==> src/rtl/sega_psg_pkg.sv <==
// Shared PSG definitions: write-sequencer states, SN76489 command bit fields, mute-init bytes.
package sega_psg_pkg;

    typedef enum logic [1:0] {
        IDLE    = 2'd0,
        ASSERT  = 2'd1,
        WAIT    = 2'd2,
        RELEASE = 2'd3
    } psg_seq_e;

    // SN76489 command byte layout: bit7 latch, bits6:5 channel, bit4 type (1 = attenuation)
    localparam int         PSG_LATCH_BIT = 7;
    localparam int         PSG_CH_LSB    = 5;
    localparam int         PSG_TYPE_BIT  = 4;
    localparam logic [3:0] PSG_ATTN_OFF  = 4'hF;

    function automatic logic [7:0] psg_latch_byte(input logic [1:0] ch, input logic is_attn,
                                                  input logic [3:0] data);
        return {1'b1, ch, is_attn, data};
    endfunction

    // Index 0 is issued first: channels 0..3 attenuation off
    localparam logic [3:0][7:0] PSG_MUTE_BYTES = {8'hFF, 8'hDF, 8'hBF, 8'h9F};

endpackage

==> src/rtl/psg_wr_fifo.sv <==
// DEPTH x 8 synchronous FIFO; pointers wrap modulo DEPTH, level is the registered occupancy.
module psg_wr_fifo #(
    parameter int DEPTH = 4
) (
    input  logic                   clk,
    input  logic                   rst,
    input  logic                   push,
    input  logic [7:0]             push_data,
    input  logic                   pop,
    output logic [7:0]             head,
    output logic                   full,
    output logic                   empty,
    output logic [$clog2(DEPTH):0] level
);
    localparam int AW = $clog2(DEPTH);

    logic [7:0]    mem [DEPTH];
    logic [AW-1:0] wr_ptr, rd_ptr;
    logic          push_ok, pop_ok;

    assign full    = (level == ($clog2(DEPTH)+1)'(DEPTH));
    assign empty   = (level == '0);
    assign push_ok = push && !full;
    assign pop_ok  = pop && !empty;
    assign head    = mem[rd_ptr];

    always_ff @(posedge clk or posedge rst) begin
        if (rst) begin
            wr_ptr <= '0;
            rd_ptr <= '0;
            level  <= '0;
        end else begin
            if (push_ok) wr_ptr <= wr_ptr + 1'b1;
            if (pop_ok)  rd_ptr <= rd_ptr + 1'b1;
            case ({push_ok, pop_ok})
                2'b10:   level <= level + 1'b1;
                2'b01:   level <= level - 1'b1;
                default: level <= level;
            endcase
        end
    end

    always_ff @(posedge clk) begin
        if (push_ok) mem[wr_ptr] <= push_data;
    end

endmodule

==> src/rtl/psg_write_sched.sv <==
// Round-robin A/B arbiter + FIFO + nCE/nWE sequencer for the PSG write port.
// Optional PSG_MUTE_INIT_EN: issue four attenuation-off writes after reset before serving requesters.
module psg_write_sched
    import sega_psg_pkg::*;
#(
    parameter int DEPTH   = 4,
    parameter int GAP     = 2,
    parameter int TIMEOUT = 64
) (
    input  logic                   CLK,
    input  logic                   RST,
    input  logic                   a_valid,
    input  logic [7:0]             a_data,
    output logic                   a_ready,
    input  logic                   b_valid,
    input  logic [7:0]             b_data,
    output logic                   b_ready,
    output logic                   psg_nCE,
    output logic                   psg_nWE,
    output logic [7:0]             psg_D,
    input  logic                   psg_READY,
    output logic                   busy,
    output logic [$clog2(DEPTH):0] fifo_level,
    output logic                   timeout_err
);
    localparam int CMAX = (TIMEOUT > GAP) ? TIMEOUT : GAP;
    localparam int CW   = $clog2(CMAX + 1);

    psg_seq_e      state, state_next;
    logic [CW-1:0] cnt, cnt_next;
    logic [7:0]    d_q, load_data, fifo_head;
    logic          strobe_n, load, pop, set_err, rr_b;
    logic          can_push, init_busy, fifo_full, fifo_empty;

    // Grant decided from start-of-cycle fullness only; no pop bypass
    assign can_push = !RST && !fifo_full && !init_busy;
    assign a_ready  = can_push && a_valid && (!b_valid || !rr_b);
    assign b_ready  = can_push && b_valid && (!a_valid || rr_b);

    psg_wr_fifo #(.DEPTH(DEPTH)) u_fifo (
        .clk       (CLK),
        .rst       (RST),
        .push      (a_ready || b_ready),
        .push_data (a_ready ? a_data : b_data),
        .pop       (pop),
        .head      (fifo_head),
        .full      (fifo_full),
        .empty     (fifo_empty),
        .level     (fifo_level)
    );

`ifdef PSG_MUTE_INIT_EN
    logic [1:0] init_idx;
    logic       init_done;
    logic [7:0] init_byte;

    always_ff @(posedge CLK or posedge RST) begin
        if (RST) begin
            init_idx  <= '0;
            init_done <= 1'b0;
        end else if (!init_done && state == RELEASE && cnt == CW'(GAP)) begin
            if (init_idx == 2'd3) init_done <= 1'b1;
            else                  init_idx  <= init_idx + 2'd1;
        end
    end

    assign init_busy = !init_done;
    assign init_byte = PSG_MUTE_BYTES[init_idx];
`else
    assign init_busy = 1'b0;
`endif

    always_comb begin
        state_next = state;
        cnt_next   = cnt;
        pop        = 1'b0;
        load       = 1'b0;
        load_data  = fifo_head;
        set_err    = 1'b0;
        case (state)
            IDLE: begin
                if (init_busy) begin
`ifdef PSG_MUTE_INIT_EN
                    load_data = init_byte;
`endif
                    load       = 1'b1;
                    state_next = ASSERT;
                    cnt_next   = CW'(1);
                end else if (!fifo_empty) begin
                    pop        = 1'b1;
                    load       = 1'b1;
                    state_next = ASSERT;
                    cnt_next   = CW'(1);
                end
            end
            ASSERT: begin
                state_next = WAIT;
                cnt_next   = cnt + 1'b1;
            end
            WAIT: begin
                // cnt counts cycles with the strobes low, ASSERT included
                if (psg_READY && cnt >= CW'(2)) begin
                    state_next = RELEASE;
                    cnt_next   = CW'(1);
                end else if (cnt == CW'(TIMEOUT)) begin
                    state_next = RELEASE;
                    cnt_next   = CW'(1);
                    set_err    = 1'b1;
                end else begin
                    cnt_next = cnt + 1'b1;
                end
            end
            RELEASE: begin
                if (cnt == CW'(GAP)) state_next = IDLE;
                else                 cnt_next   = cnt + 1'b1;
            end
            default: state_next = IDLE;
        endcase
    end

    always_ff @(posedge CLK or posedge RST) begin
        if (RST) begin
            state       <= IDLE;
            cnt         <= '0;
            d_q         <= '0;
            strobe_n    <= 1'b1;
            timeout_err <= 1'b0;
            rr_b        <= 1'b0;
        end else begin
            state    <= state_next;
            cnt      <= cnt_next;
            strobe_n <= !(state_next == ASSERT || state_next == WAIT);
            if (load)    d_q         <= load_data;
            if (set_err) timeout_err <= 1'b1;
            if (a_valid && b_valid && can_push) rr_b <= !rr_b;
        end
    end

    assign psg_nCE = strobe_n;
    assign psg_nWE = strobe_n;
    assign psg_D   = d_q;
    assign busy    = !fifo_empty || (state != IDLE) || init_busy;

endmodule

==> config.mk <==
export PLATFORM = sky130hd
export DESIGN_NAME = psg_write_sched
export DESIGN_NICKNAME = d
export VERILOG_FILES = /design/src/rtl/sega_psg_pkg.sv /design/src/rtl/psg_wr_fifo.sv /design/src/rtl/psg_write_sched.sv
export SDC_FILE = /design/constraint.sdc
export NUM_CORES = 1
export LEC_CHECK = 0
export CAP_MARGIN = 20
export CORE_MARGIN = 3
export CORE_UTILIZATION = 45
export DETAILED_ROUTE_END_ITERATION = 6
export HOLD_SLACK_MARGIN = 0.1
export MAX_ROUTING_LAYER = met4
export PLACE_DENSITY = 0.69
export SLEW_MARGIN = 10
export SYNTH_ARGS = -nofsm -noshare
export SYNTH_HDL_FRONTEND = slang
export SYNTH_SLANG_ARGS = --single-unit
==> constraint.sdc <==
create_clock -name CLK -period 2.25 [get_ports CLK]
set_input_delay 0.45 -clock CLK [delete_from_list [all_inputs] [get_ports CLK]]
set_output_delay 0.45 -clock CLK [all_outputs]
set_load 0.01 [all_outputs]
==> impl_metrics.ini <==
[grt]
use_met1_pct = 19.94
grt_pass1_vias = 1653
use_met2_pct = 26.92
track_usage_pct = 17.11
grt_pass1_wl_um = 8045
met3_usage_pct = 6.833
antenna_found_initial = 0
grt_max_degree = 28
grt_remaining_overflow = 0
top_usage_layer = met2

[timing]
fmax_ghz = 0.4646
hold_slack_ns = 0.4729
fin_crit_sh_pct = 95.66
skew_ns = 0.006159
fin_ws_ns = 0.09766
tightestPinTransition_ns = 0.5955
min_period_ns = 2.152
hold_violations = 0
rsz0062_at_grt = false
finalSetupViolCount = 0
maxSlewHeadroom_pct = 60.30
slew_violations = 0

[logic_synthesis]
seq_area_frac_synth_pct = 62.21
yosys.area.top_type = edfxtp_1
avgSynthCellArea_um2 = 13.30
synth_cell_types = 36
synth_fp_nets = 228
netlist_top_cells_area = edfxtp_1 37%, dfrtp_1 25%, mux4_2 6.8%
ys_warn_count = 0
ys_ff_latch = 59
synth_top_cell_area_share_pct = 36.50
synthCells = 198
syn_area_um2 = 2633

[placed_design]
place_ws_ns = -0.1386
gp_congestion = 0.8758
hpwlAfterDp_um = 3486
dpl.cell_count = 319
io_buffers = 37

[layout]
fillers = 462
fin_cells = 336
area_growth_pct = 30.42
nNetsFinal = 289
final_common_cell = clkdlybuf4s50_1
diodes = 0
most-common-layout-cells = 34 x clkdlybuf4s50_1, 33 x nand2_1, 32 x edfxtp_1, 25 x dfrtp_1, 16 x buf_4
drive_above_1_share_pct = 22.35
final_core_util_pct = 61.59

[setup_path]
r2r-end = u_fifo.level[2]
crit_chain = or3_4, nor3_2, inv_1, dlygate4sd2_1
reg2reg_depth = 11
r2r_slack_ns = 0.23
path_delay_family = simple AND/OR/NAND/NOR gates
startpoint_type = flop
crit_required_ns = 1.80
path_buf_inv = 2
crit_path_end_kind = output port
path_max_fanout = 5
critical_path_class = flop to output port
slowest_delay_ns = 0.44
cp.arrival_ns = 1.70
cpMaxStageDelayCell = dfrtp_2
r2r_start = u_fifo.level[0]

[routing]
post_drt_wl_per_cell_um = 14.38
viasPerCell = 4.970
first_iter_violations = 61
ant_nets = 0
drc = 0
firstDrtPassIters = 4
wl_um = 4832
vias = 1670

[power_and_ir_drop]
powerDensity_nw_per_um2 = 1202
peakVddDrop_uv = 559.4
finalPower_mw = 4.126
p_leak_nw = 1.396

[clock_tree]
cts_buffers = 9
clk_pin_slew_ns = 0.07
htree_levels = 3
cts_sinks = 59
cts_root_buf = clkbuf_8
cts_hold_buffers = 0
worstSkewPairLatency_ns = 0.34
clockBufferDepth = 2
cts_tree = built

[floorplan]
die_h_um = 82.49
rows = 27
die_x_um = 82.49
fp.coreArea_um2 = 5574
dieArea_um2 = 6804
start_util_pct = 47.23
num_io_pins = 38

[flow_run]
max_cap_viol_count = 0

[status]
status = finished clean

[min_path]
hold_start = psg_D[6]
hp-class = flop to flop
worstHoldEndpoint = psg_D[6]
hold_depth = 2
state kept, by name, summed over array words and instances, names as in the netlist:
name           count
u_fifo.rd_ptr      2
cnt                7
rr_b               1
psg_D              8
state              2
u_fifo.mem        32
timeout_err        1
u_fifo.level       3
psg_nCE            1
u_fifo.wr_ptr      2
cell families after synthesis:
group / count (synthesis) / share of synthesized area [%]
and+or+nand+nor: 63 / 11.41
AOI/OAI and AO/OA: 22 / 5.228
xor gates and xnor gates: 9 / 2.994
buffers and inverters: 19 / 2.899
DFF: 59 / 62.21
muxes: 17 / 10.69
adders and majority gates: 9 / 4.563
metrics by stage:
stage | instance area, um2 | setup TNS, ns
after CTS | 3432 | 0
after detailed placement | 3222 | -0.4283
after floorplan | 2634 | 0
final | 3433 | 0
after global routing | 3433 | 0
after global placement | 3222 | -0.3253
what timing repair did:
| item | CTS | global route |
|---|---|---|
| gates cloned | 0 | 0 |
| endpoints found under the setup margin | 3 | 1 |
| gates resized for setup | 8 | 1 |
| buffers inserted | 1 | 0 |
synthesized netlist by cell type:
cell type and n:
edfxtp_1 32, a31oi_1 2, buf_4 1, nand3_1 5, a21oi_1 10, inv_1 14, xor2_1 2, nor2b_1 2
ha_1 8, a31o_2 1, xnor2_1 7, clkbuf_1 2, dfrtp_1 26, or3_1 2, nor4_1 1, o21ai_0 2
and2_1 4, mux4_2 8, or2_1 1, nor3b_1 1, o31ai_1 4, nor3_1 2, nand4_1 1, fa_1 1
dfstp_2 1, mux2_2 9, or4_4 1, o211a_1 1, o21a_1 1, and3_1 2, buf_2 1, buf_1 1
a211o_1 1, nor2_1 5, or4_1 3, nand2_1 33
layout make-up:
class	count	area [um2]	area share (%)
clock buffers	9	123.9	3.608
clock inverters	7	61.31	1.786
repair buffers	55	526.8	15.34
flip-flops and latches	59	1639	47.74
well taps	72	90.09	2.624
multi-input cells	120	939.7	27.37
inverters	14	52.55	1.531
routing by layer:
layer	up-vias	wire length (um)
met2	35	2425
met3	5	216
li1	836	-
met4	0	48
met1	794	2142
met5	-	0
worst min-delay path, delay by kind of cell, from the launching register on:
kind             cells  cell delay, ns
AND/OR/NAND/NOR      2            0.10
flip-flops           1            0.34
power breakdown:
part           total, mW  leakage [nW]  switching [mW]  internal (mW)
Clock              0.872        0.0884           0.455          0.417
Combinational       1.49         0.686           0.667          0.820
Sequential          1.77         0.622           0.283           1.48
worst max-delay path by stage:
| stage | depth (start not counted) | startpoint | to |
|---|---|---|---|
| 2_1_floorplan | 10 | u_fifo.level[0] | u_fifo.level[2] |
| 3_3_place_gp | 4 | RST | a_ready |
| 3_5_place_dp | 6 | RST | b_ready |
| 4_1_cts | 4 | u_fifo.level[0] | busy |
| 5_1_grt | 4 | u_fifo.level[2] | busy |
| 6_report | 4 | u_fifo.level[0] | busy |
No activity file was read; power rests on OpenSTA's default activity.
